`src/rtl/everloop_framebuf_if.sv`:
```
// Host write port and LED-driver read port of the everloop double-buffered frame store.
`timescale 1ns/1ps
interface everloop_framebuf_if;
    logic       wr_en;
    logic [7:0] wr_addr;
    logic [7:0] wr_data;
    logic       commit;
    logic       clear_err;
    logic [7:0] address;
    logic [7:0] data_RGB;
    logic       pending;
    logic       wr_err;
    logic [7:0] frame_count;

    modport master (
        output wr_en, wr_addr, wr_data, commit, clear_err, address,
        input  data_RGB, pending, wr_err, frame_count
    );

    modport slave (
        input  wr_en, wr_addr, wr_data, commit, clear_err, address,
        output data_RGB, pending, wr_err, frame_count
    );
endinterface

```
`src/rtl/everloop_framebuf.sv`:
```
// Double-buffered LED frame store: the host fills one bank while the driver reads the other;
// a commit swaps the banks at the next driver frame boundary.
//
//   state   | meaning
//   FILL    | host may write the fill bank; commit requests a swap
//   PENDING | swap requested, waiting for address to wrap to 0; writes are rejected
//   SWAP    | one cycle: flip display bank, mark it valid, bump frame_count
`timescale 1ns/1ps
module everloop_framebuf #(
    parameter int FRAME_BYTES = 141
) (
    input logic               clk,
    input logic               rst,
    everloop_framebuf_if.slave bus
);
    typedef enum logic [1:0] {
        FILL    = 2'd0,
        PENDING = 2'd1,
        SWAP    = 2'd2
    } state_t;

    localparam logic [8:0] FB_LIM = 9'(FRAME_BYTES);

    state_t     state_q, state_d;
    logic       disp_q, disp_d;
    logic       disp_valid_q, disp_valid_d;
    logic [7:0] addr_q, addr_d;
    logic       wr_err_q, wr_err_d;
    logic [7:0] frame_count_q, frame_count_d;

    logic       mem_we;
    logic       err_evt;
    logic       boundary;
    logic       wr_in_range;
    logic       rd_in_range;

    // Banks carry no reset; disp_valid hides their power-up contents.
    logic [7:0] bank_mem [2][FRAME_BYTES];

    assign wr_in_range = ({1'b0, bus.wr_addr} < FB_LIM);
    assign rd_in_range = ({1'b0, bus.address} < FB_LIM);
    assign boundary    = (bus.address == 8'd0) && (addr_q != 8'd0);

    always_comb begin
        state_d       = state_q;
        disp_d        = disp_q;
        disp_valid_d  = disp_valid_q;
        frame_count_d = frame_count_q;
        addr_d        = bus.address;
        mem_we        = 1'b0;
        err_evt       = 1'b0;

        case (state_q)
            FILL: begin
                if (bus.wr_en) begin
                    if (wr_in_range) mem_we  = 1'b1;
                    else             err_evt = 1'b1;
                end
                if (bus.commit) state_d = PENDING;
            end
            PENDING: begin
                if (bus.wr_en) err_evt = 1'b1;
                if (boundary)  state_d = SWAP;
            end
            SWAP: begin
                // The fill bank is about to go on display, so late writes are refused here too.
                if (bus.wr_en) err_evt = 1'b1;
                disp_d        = ~disp_q;
                disp_valid_d  = 1'b1;
                frame_count_d = frame_count_q + 8'd1;
                state_d       = FILL;
            end
            default: state_d = FILL;
        endcase

        if (err_evt)            wr_err_d = 1'b1;
        else if (bus.clear_err) wr_err_d = 1'b0;
        else                    wr_err_d = wr_err_q;
    end

    always_ff @(posedge clk or negedge rst) begin
        if (!rst) begin
            state_q       <= FILL;
            disp_q        <= 1'b0;
            disp_valid_q  <= 1'b0;
            addr_q        <= 8'd0;
            wr_err_q      <= 1'b0;
            frame_count_q <= 8'd0;
        end else begin
            state_q       <= state_d;
            disp_q        <= disp_d;
            disp_valid_q  <= disp_valid_d;
            addr_q        <= addr_d;
            wr_err_q      <= wr_err_d;
            frame_count_q <= frame_count_d;
        end
    end

    always_ff @(posedge clk) begin
        if (mem_we) bank_mem[~disp_q][bus.wr_addr] <= bus.wr_data;
    end

    assign bus.data_RGB    = (disp_valid_q && rd_in_range) ? bank_mem[disp_q][bus.address] : 8'h00;
    assign bus.pending     = (state_q == PENDING) || (state_q == SWAP);
    assign bus.wr_err      = wr_err_q;
    assign bus.frame_count = frame_count_q;
endmodule
```
`src/flat_wrapper.sv`:
```
// flat-port wrapper written by rule: the top's interface ports become plain ports
module everloop_framebuf_flat 
#(
    parameter int FRAME_BYTES = 141
)
  (clk, rst, bus_wr_en, bus_wr_addr, bus_wr_data, bus_commit, bus_clear_err, bus_address, bus_data_RGB, bus_pending, bus_wr_err, bus_frame_count);
  everloop_framebuf_if bus_i ();
  input logic clk;
  input logic rst;
  input wire logic [$bits(bus_i.wr_en)-1:0] bus_wr_en;
  input wire logic [$bits(bus_i.wr_addr)-1:0] bus_wr_addr;
  input wire logic [$bits(bus_i.wr_data)-1:0] bus_wr_data;
  input wire logic [$bits(bus_i.commit)-1:0] bus_commit;
  input wire logic [$bits(bus_i.clear_err)-1:0] bus_clear_err;
  input wire logic [$bits(bus_i.address)-1:0] bus_address;
  output wire logic [$bits(bus_i.data_RGB)-1:0] bus_data_RGB;
  output wire logic [$bits(bus_i.pending)-1:0] bus_pending;
  output wire logic [$bits(bus_i.wr_err)-1:0] bus_wr_err;
  output wire logic [$bits(bus_i.frame_count)-1:0] bus_frame_count;
  assign bus_i.wr_en = bus_wr_en;
  assign bus_i.wr_addr = bus_wr_addr;
  assign bus_i.wr_data = bus_wr_data;
  assign bus_i.commit = bus_commit;
  assign bus_i.clear_err = bus_clear_err;
  assign bus_i.address = bus_address;
  assign bus_data_RGB = bus_i.data_RGB;
  assign bus_pending = bus_i.pending;
  assign bus_wr_err = bus_i.wr_err;
  assign bus_frame_count = bus_i.frame_count;
  everloop_framebuf #(.FRAME_BYTES(FRAME_BYTES)) u_core (.clk(clk), .rst(rst), .bus(bus_i));
endmodule
```
`config.mk`:
```
export PLATFORM = sky130hd
export DESIGN_NAME = everloop_framebuf_flat
export DESIGN_NICKNAME = d
export VERILOG_FILES = /design/src/rtl/everloop_framebuf_if.sv /design/src/rtl/everloop_framebuf.sv /design/src/flat_wrapper.sv
export SDC_FILE = /design/constraint.sdc
export NUM_CORES = 2
export LEC_CHECK = 0
export ABC_AREA = 1
export CORE_ASPECT_RATIO = 1.1
export CORE_MARGIN = 4
export CORE_UTILIZATION = 44
export DETAILED_ROUTE_END_ITERATION = 16
export PLACE_DENSITY = 0.62
export SLEW_MARGIN = 30
export SYNTH_ARGS = -nofsm -noshare
export SYNTH_HDL_FRONTEND = slang
export SYNTH_SLANG_ARGS = --single-unit
```
`constraint.sdc`:
```
create_clock -name clk -period 7 [get_ports clk]
set_input_delay 1.75 -clock clk [delete_from_list [all_inputs] [get_ports clk]]
set_output_delay 1.75 -clock clk [all_outputs]
set_load 0.01 [all_outputs]
```
Yosys cells after proc, flatten, opt, wreduce, memory -nomap -nowiden. Memories as Yosys holds them, arrays and structs flattened. Index checks and enable logic that the tools add are counted.

Flip-flop bits (word level): 21. Memory bits (writable): 2256. Input port bits: 29. Output and inout port bits: 18. Word-level logic and storage cells: 50. Memories kept: 1.

$add $sub $neg: 1. Magnitude comparators: 5. Eq/ne operators: 4. Mux-type cells: 20. Bitwise logic cells: 3. Reduce and logical (&&, ||, !) cells: 10.

Memory list: u_core.bank_mem (words 2, bits a word 1128, rd ports 1, clocked after Yosys merged registers in 0, write ports 1, line everloop_framebuf.sv:38) `logic [7:0] bank_mem [2][FRAME_BYTES];`.

Operator list (number): $mux W1128 (1); $bmux W8 S8 (1); $demux W8 S8 (1); $mux W8 (4); $ge A9 B9 Y1 const B (2); $not A8 Y9 (2); $lt A8 B8 Y1 const B (2); $lt A9 B1 Y1 const B (1); $mux W1 (9); $add A8 B1 Y8 const B (1); $logic_not A8 Y1 (1); $reduce_bool A8 Y1 (1); $mux W2 (2); $pmux W2 S2 (1); $logic_and A1 B1 Y1 (3); $eq A2 B1 Y1 const B (1); $eq A2 B2 Y1 const B (1); $logic_not A2 Y1 (1); $ne A2 B1 Y1 const B (1); $ne A2 B2 Y1 const B (1); $pmux W1 S2 (1); $reduce_and A2 Y1 (1); $reduce_bool A2 Y1 (1); $reduce_or A2 Y1 (1); other kinds (2) (2).

Logic depth before layout (Yosys ltp).
Depth in word-level cells: 6. Mapped depth: 19. Depth with buffers taken out: 17.

Worst setup path before layout. Ideal clock, no wire load.

Path type: input-to-output. From: input bus_address[1]. To: output bus_data_RGB[1]. Arrival: 3.181 ns. Data required time: 5.250 ns. Path slack: 2.069 ns. Cell stages on the path: 12. Path buffers: 3. Cells stage by stage: buf_4 -> nor2_4 -> buf_2 -> buf_2 -> a21oi_1 -> o211ai_1 -> nand3_1 -> a21oi_1 -> nor2_1 -> nand2_1 -> nand3_1 -> a21oi_1.

Word-level cells in the longest chain between the ends: 5. Elaborated cells on any way between the ends: 7. Those cells by class: order compare: 1; mux: 4; bitwise: 1; reduce/logical: 1.

Ends and longest elaborated chain: start, declared (line flat_wrapper.sv:15) `input wire logic [$bits(bus_i.address)-1:0] bus_address;`; $not A8 Y9 (implied by the code) (line everloop_framebuf.sv:103) `assign bus.data_RGB = (disp_valid_q && rd_in_range) ? bank_mem[disp_q][bus.address] : 8'h00;`; $bmux W8 S8 (line everloop_framebuf.sv:103); $mux W8 (implied by the code) (2 in series) (line everloop_framebuf.sv:103); $mux W8 (*) (line everloop_framebuf.sv:103); end, declared (line flat_wrapper.sv:16) `output wire logic [$bits(bus_i.data_RGB)-1:0] bus_data_RGB;`.

Mark *: on every way between the ends. The rest lies on a longest branch, timed or not. The select of a mux whose other input is x is not followed.

Final worst setup path.
From: input bus_address[0]. To: output bus_data_RGB[7].

Same word-level chain as after synthesis.

==> flow_summary_export.csv <==
group,metric,value,unit
logic_synthesis,synth_cells,8081,
logic_synthesis,synth-xor-area-share,0.07442,%
logic_synthesis,syn_area,0.09415,mm2
logic_synthesis,yosysWarnings,0,
logic_synthesis,synthFlopType,"edfxtp_1",
timing,min_period,6.750,ns
logic_synthesis,ys_seq_elements,2277,
job,cap_violations,0,
placement,io_buffers,46,
routing,drt-total-wl,269300,um
final_layout,n_fill_cell,18331,
timing,slew_headroom,30.75,%
timing,clock.fmax,0.1482,GHz
timing,rsz0062_at_grt,"no",
setup_path,crit_type,"in2out",
placement,dpl.cell_count,10672,
cts,worstSkewPairLatency,0.86,ns
routing,post-route-drc-count,0,
min_path,hp-class,"reg2reg",
cts,cts_tree,"built",
logic_synthesis,synth_top_area_share,71.96,%
setup_path,path_max_fanout,41,
power,comb_power_share,21.9,%
final_layout,seq_area,0.06827,mm2
final_layout,post-route-util,49.90,%
timing,fin_tns_setup,0,ns
power,seqPwrFrac,44.2,%
power,powerDensity,322.3,mW/mm2
placement,gp_congestion,0.9091,
final_layout,multi_input_area,0.02288,mm2
logic_synthesis,async_flop_share,0.9223,%
logic_synthesis,synth_simple_gate_area_share,19.93,%
setup_path,worstRegToRegCells,7,
die,die_h,493.1,um
min_path,hold_end,"u_core.bus.frame_count[7]",
cts,cts_buffers,218,
final_layout,stdcell_count,11085,
routing,viasPerCell,5.635,
min_path,hold_start,"u_core.bus.frame_count[7]",
logic_synthesis,synth_top_family_by_area,"simple AND/OR/NAND/NOR gates",
global_route,grtUsageTotal,23.81,%
final_layout,mostFrequentLayoutCell,"nand2_1",
die,rows,177,
setup_path,startpoint_type,"input port",
setup_path,critPathCaptureType,"primary output",
cts,clock-sinks,2277,
setup_path,reg2reg_slack,3.46,ns
power,swShare,31.24,%
cts,htree_levels,4,
logic_synthesis,synthTopCellsByArea,"edfxtp_1, nand2_1, nand3_1",
routing,met3_length,20860,um
timing,slew_violations,0,
final_layout,drive_above_1_share,9.629,%
routing,wl_met2,128800,um
logic_synthesis,syn_nets,8117,
global_route,grt_antenna_before_repair,5,
logic_synthesis,synth_compound_area_share,3.325,%
logic_synthesis,synth_area_leader_cell,"edfxtp_1",
setup_path,r2r-end,"u_core.bank_mem[0][11]",
logic_synthesis,synth.yosys.seq_area_share,72.52,%
routing,drt_iter0_markers,6994,
timing,worstMarginPinSlew,1.039,ns
die,dieArea,0.2214,mm2
logic_synthesis,avgSynthCellArea,11.65,um2
placement,hpwlAfterDp,155800,um
logic_synthesis,synth-edff-count,2256,
cts,root_buffer,"clkbuf_16",
routing,vias,62464,
status,status,"finished, final reports clean",
timing,hold_violations,0,
power,power_frac_clock,33.9,%
cts,clock_path_buffers,3,
timing,clock_skew,0.04321,ns
setup_path,cp.required,5.25,ns
routing,maxUsedRoutingLayer,"met4",
die,initial_core_util,44.37,%
die,io-pin-count,47,
routing,drt-met1-wl,106800,um
global_route,grt_max_degree,169,
placement,postPlaceCellArea,0.09882,mm2
setup_path,crit_arrival,5.00,ns
logic_synthesis,synth_mux_area_share,0.07575,%
power,p_leak,37.46,nW
logic_synthesis,synth_fa_ha_area_share,0.09303,%
die,die_w,449.0,um
setup_path,r2r-start,"u_core.state_q[0]",
global_route,gr-total-overflow,0,
global_route,grt_first_pass_wirelength,398000,um
routing,postRouteAntennaNets,0,
power,p_int,0.02346,W
timing,fin_crit_sh,96.42,%
routing,dr.pass1.iters,6,
power,p_sw,0.01066,W
die,core-area,0.2122,mm2
routing,wl_per_cell,24.29,um
logic_synthesis,ys_types,45,
final_layout,synthToLayoutAreaGrowth,12.46,%
cts,clk_pin_slew,0.06,ns
final_layout,final_cell_mix,"nand2_1, edfxtp_1, nand3_1, nor2_1, buf_4",
timing,whs,0.4705,ns
min_path,min_path_cells,1,
timing,setup_viol_count_final,0,
final_layout,nets,8160,
power,peakVddDrop,272.0,uV
final_layout,fin_area,0.1059,mm2
global_route,grt_pass1_vias,60560,
[power groups by stage]
| stage | Sequential, W | Clock [W] | Combinational [W] |
|---|---|---|---|
| floorplan | 0.0153 | 0 | 0.00523 |
| global placement | 0.0154 | 0 | 0.00720 |
| detailed placement | 0.0154 | 0 | 0.00731 |
| CTS | 0.0151 | 0.0117 | 0.00737 |
| global route | 0.0151 | 0.0123 | 0.00822 |
| finish | 0.0151 | 0.0116 | 0.00747 |
[metal layers]
| layer | global-route usage, % | vias up |
|---|---|---|
| met2 | 38.75 | 2827 |
| met3 | 3.648 | 540 |
| met5 | 0 | - |
| met1 | 31.77 | 30763 |
| li1 | - | 28334 |
| met4 | 10.90 | 0 |
[logic make-up (layout without fill, tap and decap cells)]
logic type                 count (synthesis)  count (layout)
and+or+nand+nor                         4510            4510
DFF                                     2277            2277
buffers and inverters                    705             932
AOI/OAI and AO/OA                        567             567
xor gates and xnor gates                   8               8
adders and majority gates                  7               7
muxes                                      7               7
other                                      0               3
[critical path, stage by stage]
cell	delay (ns)
buf_8	0.15
inv_8	0.13
buf_12	0.30
buf_12	0.20
nand2_1	0.08
o21ai_0	0.11
nand2_1	0.14
nand3_1	0.10
nand2_1	0.05
nand3_1	0.10
nor2_1	0.06
nor2_1	0.39
nor2_1	0.21
nor2_1	0.27
nor2_1	0.09
nor2_1	0.22
clkdlybuf4s50_1	0.60
[flip-flops by register name, summed over array words and instances (netlist names)]
register	flops
u_core.state_q	2
u_core.bus.wr_err	1
u_core.addr_q	8
u_core.bank_mem	2256
u_core.disp_q	1
u_core.disp_valid_q	1
u_core.bus.frame_count	8
[timing repair]
item,CTS,global route
setup buffers,0,4
hold buffers,0,0
resized for setup,0,1
gates cloned,1,0
endpoints found under the setup margin,7,6
[worst max-delay path by stage]
| stage | endpoint | depth (start not counted) | startpoint |
|---|---|---|---|
| floorplan | bus_data_RGB[1] | 12 | bus_address[1] |
| global placement | bus_data_RGB[1] | 15 | bus_address[0] |
| detailed placement | bus_data_RGB[7] | 15 | bus_address[0] |
| CTS | bus_data_RGB[4] | 11 | u_core.disp_q |
| global route | bus_data_RGB[1] | 15 | bus_address[0] |
| finish | bus_data_RGB[7] | 17 | bus_address[0] |
[layout make-up]
cell class	instances	share of cell area [%]
timing repair inverter	1	0.01536
inverter	182	0.6842
sequential	2277	64.49
tap	2774	3.278
antenna	3	0.007091
clock buffer	281	5.415
multi-input combinational	5099	21.61
timing repair buffer	345	3.353
clock inverter	123	1.152
[metrics by stage]
step                      total power (W)  worst slack (ns)
after floorplan                   0.02057             2.069
after global placement            0.02259            0.3100
after detailed placement          0.02270            0.2084
after CTS                         0.03420           0.02463
after global routing              0.03559           0.06661
final                             0.03412            0.2503
[cells in the mapped netlist (4+ instances only)]
cell type,n
a21boi_0,12
inv_1,167
buf_6,44
dfrtp_1,21
buf_4,116
o211ai_1,49
nand3_1,1085
o221ai_1,18
edfxtp_1,2256
or2_2,20
inv_2,9
nand3b_1,4
buf_1,36
nor3_1,265
clkinv_1,5
xnor2_1,4
o21ai_1,25
nor2_1,502
nand4_1,5
buf_2,244
o22ai_1,39
xor2_1,4
a21oi_1,183
mux2i_1,6
ha_1,7
nand2_1,2612
o21ai_0,230
clkbuf_1,80
Power figures use the tool's default switching activity.
